$ cat src/rtl/mem_req_arbiter_if.sv
// mem_req_arbiter_if: one request/grant memory port in the core's protocol.
// The requester holds req with stable attributes until gnt; gnt, err and
// rdata are valid only in the gnt cycle.
// master modport: the side that issues requests.
// slave modport: the side that answers them.
interface mem_req_arbiter_if #(
   parameter int ADDR_W = 64,
   parameter int DATA_W = 64,
   parameter int STRB_W = 8
);
   logic              req;
   logic [ADDR_W-1:0] addr;
   logic              wen;
   logic [STRB_W-1:0] strb;
   logic [DATA_W-1:0] wdata;
   logic              gnt;
   logic              err;
   logic [DATA_W-1:0] rdata;

   modport master (
      output req, addr, wen, strb, wdata,
      input  gnt, err, rdata
   );

   modport slave (
      input  req, addr, wen, strb, wdata,
      output gnt, err, rdata
   );
endinterface

$ cat src/rtl/mem_req_arbiter.sv
// mem_req_arbiter: merges the imem and dmem request ports onto one memory port.
// In IDLE the winner is forwarded with zero latency. If the memory does not
// grant in that same cycle, the winner keeps the port until its grant arrives.
// TIMEOUT > 0 turns a slave that never grants into an error response after
// TIMEOUT wait cycles. TIMEOUT = 0 disables this.
// Build option ARB_ROUND_ROBIN_EN: when both masters request at once, the one
// that did not win last time wins. Without it, dmem always wins.
module mem_req_arbiter #(
   parameter int ADDR_W  = 64,
   parameter int DATA_W  = 64,
   parameter int STRB_W  = 8,
   parameter int TIMEOUT = 0
) (
   input  logic             g_clk,
   input  logic             g_resetn,
   mem_req_arbiter_if.slave  imem,
   mem_req_arbiter_if.slave  dmem,
   mem_req_arbiter_if.master mem
);

   typedef enum logic [1:0] {
      IDLE  = 2'd0,
      OWN_I = 2'd1,
      OWN_D = 2'd2
   } state_t;

   localparam bit          TIMEOUT_EN  = (TIMEOUT > 0);
   localparam logic [15:0] TIMEOUT_CNT = 16'(TIMEOUT);

   state_t      state;
   logic [15:0] wcnt;
   logic        lst;

   logic        pick_d;
   logic        active;
   logic        sel_d;
   logic        timeout_hit;
   logic        done;

   // Pick who owns the memory port this cycle and whether the transaction ends.
   always_comb begin
`ifdef ARB_ROUND_ROBIN_EN
      pick_d = ~lst;
`else
      pick_d = lst | 1'b1;
`endif
      active = 1'b0;
      sel_d  = 1'b0;
      case (state)
         OWN_I: begin
            active = 1'b1;
            sel_d  = 1'b0;
         end
         OWN_D: begin
            active = 1'b1;
            sel_d  = 1'b1;
         end
         default: begin
            active = imem.req | dmem.req;
            sel_d  = (imem.req & dmem.req) ? pick_d : dmem.req;
         end
      endcase
      timeout_hit = TIMEOUT_EN && (state != IDLE) && (wcnt == TIMEOUT_CNT) && !mem.gnt;
      done        = active && (mem.gnt || timeout_hit);
   end

   // Forward the selected request and route the response. Everything is held at 0 during reset.
   always_comb begin
      mem.req    = 1'b0;
      mem.addr   = '0;
      mem.wen    = 1'b0;
      mem.strb   = '0;
      mem.wdata  = '0;
      imem.gnt   = 1'b0;
      imem.err   = 1'b0;
      imem.rdata = '0;
      dmem.gnt   = 1'b0;
      dmem.err   = 1'b0;
      dmem.rdata = '0;
      if (g_resetn && active) begin
         mem.req   = 1'b1;
         mem.addr  = sel_d ? dmem.addr  : imem.addr;
         mem.wen   = sel_d ? dmem.wen   : imem.wen;
         mem.strb  = sel_d ? dmem.strb  : imem.strb;
         mem.wdata = sel_d ? dmem.wdata : imem.wdata;
      end
      if (g_resetn && done) begin
         if (sel_d) begin
            dmem.gnt   = 1'b1;
            dmem.err   = mem.gnt ? mem.err : 1'b1;
            dmem.rdata = mem.gnt ? mem.rdata : '0;
         end else begin
            imem.gnt   = 1'b1;
            imem.err   = mem.gnt ? mem.err : 1'b1;
            imem.rdata = mem.gnt ? mem.rdata : '0;
         end
      end
   end

   // Ownership FSM, saturating wait counter and last-winner tracking.
   always_ff @(posedge g_clk or negedge g_resetn) begin
      if (!g_resetn) begin
         state <= IDLE;
         wcnt  <= 16'd0;
         lst   <= 1'b0;
      end else begin
         case (state)
            IDLE: begin
               if (active) begin
                  lst <= sel_d;
                  if (!mem.gnt) begin
                     state <= sel_d ? OWN_D : OWN_I;
                     wcnt  <= TIMEOUT_EN ? 16'd1 : 16'd0;
                  end
               end
            end
            default: begin
               if (done) begin
                  state <= IDLE;
                  wcnt  <= 16'd0;
               end else if (TIMEOUT_EN && (wcnt != 16'hFFFF)) begin
                  wcnt <= wcnt + 16'd1;
               end
            end
         endcase
      end
   end

endmodule

$ cat src/flat_wrapper.sv
// flat-port wrapper written by rule: the top's interface ports become plain ports
module mem_req_arbiter_flat 
#(
   parameter int ADDR_W  = 64,
   parameter int DATA_W  = 64,
   parameter int STRB_W  = 8,
   parameter int TIMEOUT = 0
)
  (g_clk, g_resetn, imem_req, imem_addr, imem_wen, imem_strb, imem_wdata, imem_gnt, imem_err, imem_rdata, dmem_req, dmem_addr, dmem_wen, dmem_strb, dmem_wdata, dmem_gnt, dmem_err, dmem_rdata, mem_req, mem_addr, mem_wen, mem_strb, mem_wdata, mem_gnt, mem_err, mem_rdata);
  mem_req_arbiter_if #(.ADDR_W(ADDR_W), .DATA_W(DATA_W), .STRB_W(STRB_W)) imem_i ();
  mem_req_arbiter_if #(.ADDR_W(ADDR_W), .DATA_W(DATA_W), .STRB_W(STRB_W)) dmem_i ();
  mem_req_arbiter_if #(.ADDR_W(ADDR_W), .DATA_W(DATA_W), .STRB_W(STRB_W)) mem_i ();
  input  logic g_clk;
  input  logic g_resetn;
  input wire logic [$bits(imem_i.req)-1:0] imem_req;
  input wire logic [$bits(imem_i.addr)-1:0] imem_addr;
  input wire logic [$bits(imem_i.wen)-1:0] imem_wen;
  input wire logic [$bits(imem_i.strb)-1:0] imem_strb;
  input wire logic [$bits(imem_i.wdata)-1:0] imem_wdata;
  output wire logic [$bits(imem_i.gnt)-1:0] imem_gnt;
  output wire logic [$bits(imem_i.err)-1:0] imem_err;
  output wire logic [$bits(imem_i.rdata)-1:0] imem_rdata;
  input wire logic [$bits(dmem_i.req)-1:0] dmem_req;
  input wire logic [$bits(dmem_i.addr)-1:0] dmem_addr;
  input wire logic [$bits(dmem_i.wen)-1:0] dmem_wen;
  input wire logic [$bits(dmem_i.strb)-1:0] dmem_strb;
  input wire logic [$bits(dmem_i.wdata)-1:0] dmem_wdata;
  output wire logic [$bits(dmem_i.gnt)-1:0] dmem_gnt;
  output wire logic [$bits(dmem_i.err)-1:0] dmem_err;
  output wire logic [$bits(dmem_i.rdata)-1:0] dmem_rdata;
  output wire logic [$bits(mem_i.req)-1:0] mem_req;
  output wire logic [$bits(mem_i.addr)-1:0] mem_addr;
  output wire logic [$bits(mem_i.wen)-1:0] mem_wen;
  output wire logic [$bits(mem_i.strb)-1:0] mem_strb;
  output wire logic [$bits(mem_i.wdata)-1:0] mem_wdata;
  input wire logic [$bits(mem_i.gnt)-1:0] mem_gnt;
  input wire logic [$bits(mem_i.err)-1:0] mem_err;
  input wire logic [$bits(mem_i.rdata)-1:0] mem_rdata;
  assign imem_i.req = imem_req;
  assign imem_i.addr = imem_addr;
  assign imem_i.wen = imem_wen;
  assign imem_i.strb = imem_strb;
  assign imem_i.wdata = imem_wdata;
  assign imem_gnt = imem_i.gnt;
  assign imem_err = imem_i.err;
  assign imem_rdata = imem_i.rdata;
  assign dmem_i.req = dmem_req;
  assign dmem_i.addr = dmem_addr;
  assign dmem_i.wen = dmem_wen;
  assign dmem_i.strb = dmem_strb;
  assign dmem_i.wdata = dmem_wdata;
  assign dmem_gnt = dmem_i.gnt;
  assign dmem_err = dmem_i.err;
  assign dmem_rdata = dmem_i.rdata;
  assign mem_req = mem_i.req;
  assign mem_addr = mem_i.addr;
  assign mem_wen = mem_i.wen;
  assign mem_strb = mem_i.strb;
  assign mem_wdata = mem_i.wdata;
  assign mem_i.gnt = mem_gnt;
  assign mem_i.err = mem_err;
  assign mem_i.rdata = mem_rdata;
  mem_req_arbiter #(.ADDR_W(ADDR_W), .DATA_W(DATA_W), .STRB_W(STRB_W), .TIMEOUT(TIMEOUT)) u_core (.g_clk(g_clk), .g_resetn(g_resetn), .imem(imem_i), .dmem(dmem_i), .mem(mem_i));
endmodule
$ cat config.mk
export PLATFORM = sky130hd
export DESIGN_NAME = mem_req_arbiter_flat
export DESIGN_NICKNAME = d
export VERILOG_FILES = /design/src/rtl/mem_req_arbiter_if.sv /design/src/rtl/mem_req_arbiter.sv /design/src/flat_wrapper.sv
export SDC_FILE = /design/constraint.sdc
export NUM_CORES = 1
export LEC_CHECK = 0
export ABC_AREA = 1
export CAP_MARGIN = 10
export CORE_AREA = 2 2 238 240
export CTS_CLUSTER_DIAMETER = 200
export DETAILED_ROUTE_END_ITERATION = 6
export DIE_AREA = 0 0 240 242
export DONT_BUFFER_PORTS = 1
export PLACE_DENSITY = 0.3
export REMOVE_ABC_BUFFERS = 1
export SYNTH_ARGS = -nofsm -noshare
export SYNTH_HDL_FRONTEND = slang
export SYNTH_SLANG_ARGS = --single-unit
$ cat constraint.sdc
create_clock -name g_clk -period 2.6 [get_ports g_clk]
set_clock_uncertainty 0.1 [all_clocks]
set_input_delay 0.65 -clock g_clk [delete_from_list [all_inputs] [get_ports g_clk]]
set_output_delay 0.65 -clock g_clk [all_outputs]
set_load 0.01 [all_outputs]
-- After elaboration in Yosys (flattened, before gate mapping)
Index checks and enable logic that the tools add are counted.
- bits of input ports: 344
- word-level logic and storage cells: 45
- register bits: 2
- output and inout bits: 270
- equal/unequal tests: 4
- muxes and demuxes: 31
- reduce and logical (&&, ||, !) cells: 7
- bitwise operators: 2
- operators with widths (operator ; count):
    two-way mux 64 bit ; 9
    two-way mux 8 bit ; 2
    two-way mux 1 bit ; 14
    two-way mux 2 bit ; 5
    logical AND 1 bit ; 3
    AND reduction 3 bit ; 1
    equality test 2 x 1 -> 1 bit, second input constant ; 1
    equality test 2 bit, second input constant ; 1
    zero test 2 bit ; 1
    inequality test 2 x 1 -> 1 bit, second input constant ; 1
    inequality test 2 bit, second input constant ; 1
    one-hot mux 1 bit (2 select lines) ; 1
    nonzero test 2 bit ; 1
    OR reduction 2 bit ; 1
    AND 1 bit ; 1
    bitwise OR 1 bit ; 1

-- Logic depth before layout (Yosys ltp)
- word-level depth: 7
- gate-level depth with buffers: 9
- gate-level depth less buffers: 8

-- Least setup slack after synthesis
OpenSTA, ideal clock, no wires.
- path type: reg2out
- start: register u_core.state[1]
- end: output port mem_addr[43]
- path slack: 0.348 ns
- cell stages (with the launch flop): 8
- required time: 1.850 ns
- arrival time: 1.502 ns
- cell sequence: dfrtp_1 > inv_1 > ha_1 > nand2_1 > buf_2 > buf_2 > nand3_1 > a21oi_1
- longest elaborated chain between the ends: 5
- ends and longest elaborated chain (what ; line ; text):
    from (decl) ; mem_req_arbiter.sv:30 ; state_t state;
    from (signal assigned) ; mem_req_arbiter.sv:112 ; state <= sel_d ? OWN_D : OWN_I;
    equality test 2 x 1 -> 1 bit / equality test 2 bit (equally long branches) ; mem_req_arbiter.sv:49 ; case (state)
    OR reduction 2 bit (no line) ; - ;
    two-way mux 1 bit ; mem_req_arbiter.sv:49 ;
    logical AND 1 bit ; mem_req_arbiter.sv:80 ; if (g_resetn && active) begin
    two-way mux 64 bit (*) ; mem_req_arbiter.sv:80 ;
    to (decl) ; flat_wrapper.sv:32 ; output wire logic [$bits(mem_i.addr)-1:0] mem_addr;
Every way passes the cells marked *; elsewhere a longest branch is shown, timed or not.

-- Worst setup path in the final report
- start: register u_core.state[1]
- end: output port mem_addr[4]
The elaborated chain is that of the path after synthesis.

==> Flow_metrics.wiki <==
{| class="wikitable"
! Metric !! Value
|-
| Violations in the final reports || negative setup slack
|-
| Number of failing setup endpoints in the final timing report || 220
|-
| CP Data Arrival Time || 2.00 ns
|-
| Overall via count from detail_route || around 7,500
|-
| Placed wire-length estimate after detailed placement || 29,300 um
|-
| Die Width || 240 um
|-
| Final critical-path share of the clock period || 106%
|-
| Required time worst endpoint || 1.85 ns
|-
| Normalized max-slew margin || approximately four fifths
|-
| Sink count of the clock tree || 2
|-
| Area contributors post-synth || sky130_fd_sc_hd__nand3_1 33%, sky130_fd_sc_hd__a21oi_1 14%, sky130_fd_sc_hd__nor3_2 12%, sky130_fd_sc_hd__buf_6 7.2%, sky130_fd_sc_hd__nand2_1 7.0%
|-
| I/O pin count || approximately 600
|-
| Post-layout worst setup margin || -0.152 ns
|-
| Net switching power || between 0.006 and 0.007 W
|-
| First-pass iteration count of the detailed router || 5
|-
| Worst hold path class || input pin to async pin
|-
| Sw Share || 56.2%
|-
| Startpoint kind of the worst setup timing path || flip-flop
|-
| Biggest regs || u_core.state (2)
|-
| Synth unique cells || 19
|-
| Vias per std cell || around 4.4
|-
| Number of synthesis warnings || 0
|-
| Overall power after layout || 0.0124 W
|-
| Port-buffer cells || 0
|-
| Clock slew at reported path FFs || around 0.030 ns
|-
| Post-Syn Area || approximately 4200 sq um
|-
| Share of final-layout standard cells stronger than drive strength 1 || a little over two thirds
|-
| Initial antenna violation count || 7
|-
| Cts-stage hold buffer count || 0
|-
| Combinational share of power || a little over nine tenths
|-
| Worst hold slack across all endpoints || around 0.028 ns
|-
| Proportion of power drawn by flip-flops and latches || 0.4%
|-
| Sequential Area || roughly 50 sq um
|-
| All-Layer GR Usage || between 10% and 20%
|-
| VDD IR max || between 0.4 and 0.5 mV
|-
| Post-route ant nets || 0
|-
| Main synth FF type || sky130_fd_sc_hd__dfrtp_1
|-
| Worst setup path startpoint || u_core.state[1]$_DFFE_PN0P_
|-
| Area fraction of the dominant cell type after synthesis || 32.8%
|-
| Max frequency || about 360 MHz
|-
| Worst-Skew Late Latency || ~0.22 ns
|-
| Total number of H-tree levels || 1
|-
| Filler-free cell count of the finished design || between 1,500 and 2,000
|-
| Number of flops mapped to enable cells by yosys || 0
|-
| Shortest period the worst path allows || between 2 and 3 ns
|-
| RSZ-0062 raised after global routing || yes
|-
| Cell area power density || approximately 1100 nW/um^2
|-
| Area of the multi-input gates || 5660 sq um
|-
| Leakage power figure || 4.16 nW
|-
| Core footprint || around 56,000 sq um
|-
| Register containing the most flip-flops in the final layout || u_core.state
|-
| Most repeated cell in the gate-level netlist after synthesis || sky130_fd_sc_hd__nand3_1
|-
| Synth top cells by count || 275 x sky130_fd_sc_hd__nand3_1, 116 x sky130_fd_sc_hd__a21oi_1, 78 x sky130_fd_sc_hd__nand2_1
|-
| Worst slack after detailed placement || -0.133 ns
|-
| Post-layout net count || ~1,300
|-
| Final core utilization || between 15 and 20%
|-
| Pins over their slew limit || 0
|-
| TritonCTS clock tree || yes
|-
| Largest net degree at the start of global routing || 68
|-
| Number of placement rows || between 80 and 90
|-
| Flip-flop and latch count after synthesis || 2
|-
| Per-instance average area after synthesis || between 5 and 6 sq um
|-
| Proportion of synthesized flip-flops having asynchronous set or reset || 100%
|-
| Total die area || between 50,000 and 60,000 sq um
|-
| Initial core utilization || 7.53%
|-
| Sequential element share of the synthesized area || under 10%
|-
| Worst-path fanout max || 10
|-
| Clock power share || 1.8%
|-
| Gate count after technology mapping || roughly 750
|-
| Routed wire per std cell || roughly 31 um
|-
| Clock Tree Buf Depth || 2
|-
| Run status || finished with violations
|-
| Drt first-iter violations || between 500 and 600
|-
| Final WL || 52,600 um
|-
| Worst setup EP type || output pin
|-
| Via count of the first global-routing pass || 7,055
|-
| Transition time at the pin with the least slew margin || just over 0.3 ns
|-
| Crit Path Class || flip-flop to output pin
|-
| Cell taking the most area after synthesis || sky130_fd_sc_hd__nand3_1
|-
| Internal Power || roughly 0.0055 W
|-
| MaxCap Viol Count || 0
|-
| Area growth from synthesis to layout || 162%
|-
| GPL Wtd Cong || roughly 0.8
|-
| Max reg flops || 2
|-
| Cell chosen for the clock root || sky130_fd_sc_hd__clkbuf_16
|-
| Count of unresolved DRC violations after routing || 0
|-
| Total grt overflow || 0
|-
| Die height || 242 um
|-
| Final-report hold violation count || 0
|-
| Startpoint of the worst register-to-register path || u_core.state[0]$_DFFE_PN0P_
|-
| Number of fill cells || about 6,200
|-
| Inst Count DP || around 1,600
|-
| Clock buffers created by TritonCTS || 3
|-
| First-pass GRT wire length || between 50,000 and 60,000 um
|}
-- worst max-delay path, stage by stage, from the launching register on --
cell and delay (ns):
sky130_fd_sc_hd__dfrtp_1 0.35, sky130_fd_sc_hd__inv_2 0.06, sky130_fd_sc_hd__ha_4 0.31, sky130_fd_sc_hd__inv_6 0.08, sky130_fd_sc_hd__nand2_8 0.14, sky130_fd_sc_hd__buf_4 0.18, sky130_fd_sc_hd__buf_16 0.16, sky130_fd_sc_hd__nand3_1 0.13
sky130_fd_sc_hd__a21oi_4 0.20, sky130_fd_sc_hd__buf_4 0.14
-- logic make-up after synthesis --
kind of cell	after synthesis	synth area share [%]
buffers and inverters	113	18.8
adder cells (fa/ha/maj)	3	0.895
AO/OA/AOI/OAI	137	18.2
flip-flops	2	1.19
AND/OR/NAND/NOR	494	60.9
-- power groups by stage --
| stage | Clock (W) | Combinational (W) | Sequential, W |
|---|---|---|---|
| after CTS | 0.000233 | 0.00979 | 0.0000525 |
| after floorplan | 0 | 0.00285 | 0.0000515 |
| after detailed placement | 0 | 0.00584 | 0.0000508 |
| after global routing | 0.000238 | 0.0126 | 0.0000546 |
| final | 0.000230 | 0.0122 | 0.0000526 |
| after global placement | 0 | 0.00580 | 0.0000523 |
-- cell type report --
| cell class | count | share of cell area (%) |
|---|---|---|
| clock buffer | 3 | 0.683 |
| antenna | 4 | 0.0911 |
| inverter | 11 | 0.535 |
| multi-input combinational | 637 | 51.5 |
| timing repair buffer | 308 | 38.1 |
| tap | 756 | 8.61 |
| sequential | 2 | 0.455 |
-- path summary, 6_finish.rpt --
| kind | depth (start not counted) | endpoint | slack [ns] |
|---|---|---|---|
| worst max-delay path | 9 | mem_addr[4] | -0.15 |
| worst min-delay path | 0 | u_core.state[1]$_DFFE_PN0P_ | 0.03 |
| worst max register to register | 10 | u_core.state[1]$_DFFE_PN0P_ | 0.96 |
| worst min register to register | 3 | u_core.state[1]$_DFFE_PN0P_ | 0.55 |
| max in group asynchronous | 0 | u_core.state[0]$_DFFE_PN0P_ | 2.30 |
| min in group g_clk | 3 | u_core.state[1]$_DFFE_PN0P_ | 0.55 |
-- per-stage QoR --
stage / cell area, sq um / TNS, ns
after floorplan: 3450 / -417.74
after global placement: 6200 / -3.15
after detailed placement: 6200 / -1.97
after CTS: 9200 / -16.37
after global routing: 11000 / -36.15
final: 11000 / -16.99
-- layout by cell type (no fill, tap or decap), drive strengths merged --
cell and n:
buf 286, nand3 275, a21oi 137, nand2 87, nor2 68, nor3 66, clkbuf 22, inv 10
diode 4, bufbuf 3, ha 3, dfrtp 2, clkinv 1, nand3b 1
-- layer usage --
metal	GRT usage (%)	vias up	part of all wire [%]
li1	-	3082	-
met1	16.3	3695	36
met2	28.3	619	50
met3	3.12	129	8.5
met4	4.11	0	5.3
met5	0	-	0
-- what timing repair did --
item,in CTS,in global routing
pin swaps,87,79
buffers inserted,30,28
gates resized for setup,351,247
setup endpoints to repair,262,264
gates cloned,34,22
Power figures use the tool's default switching activity.
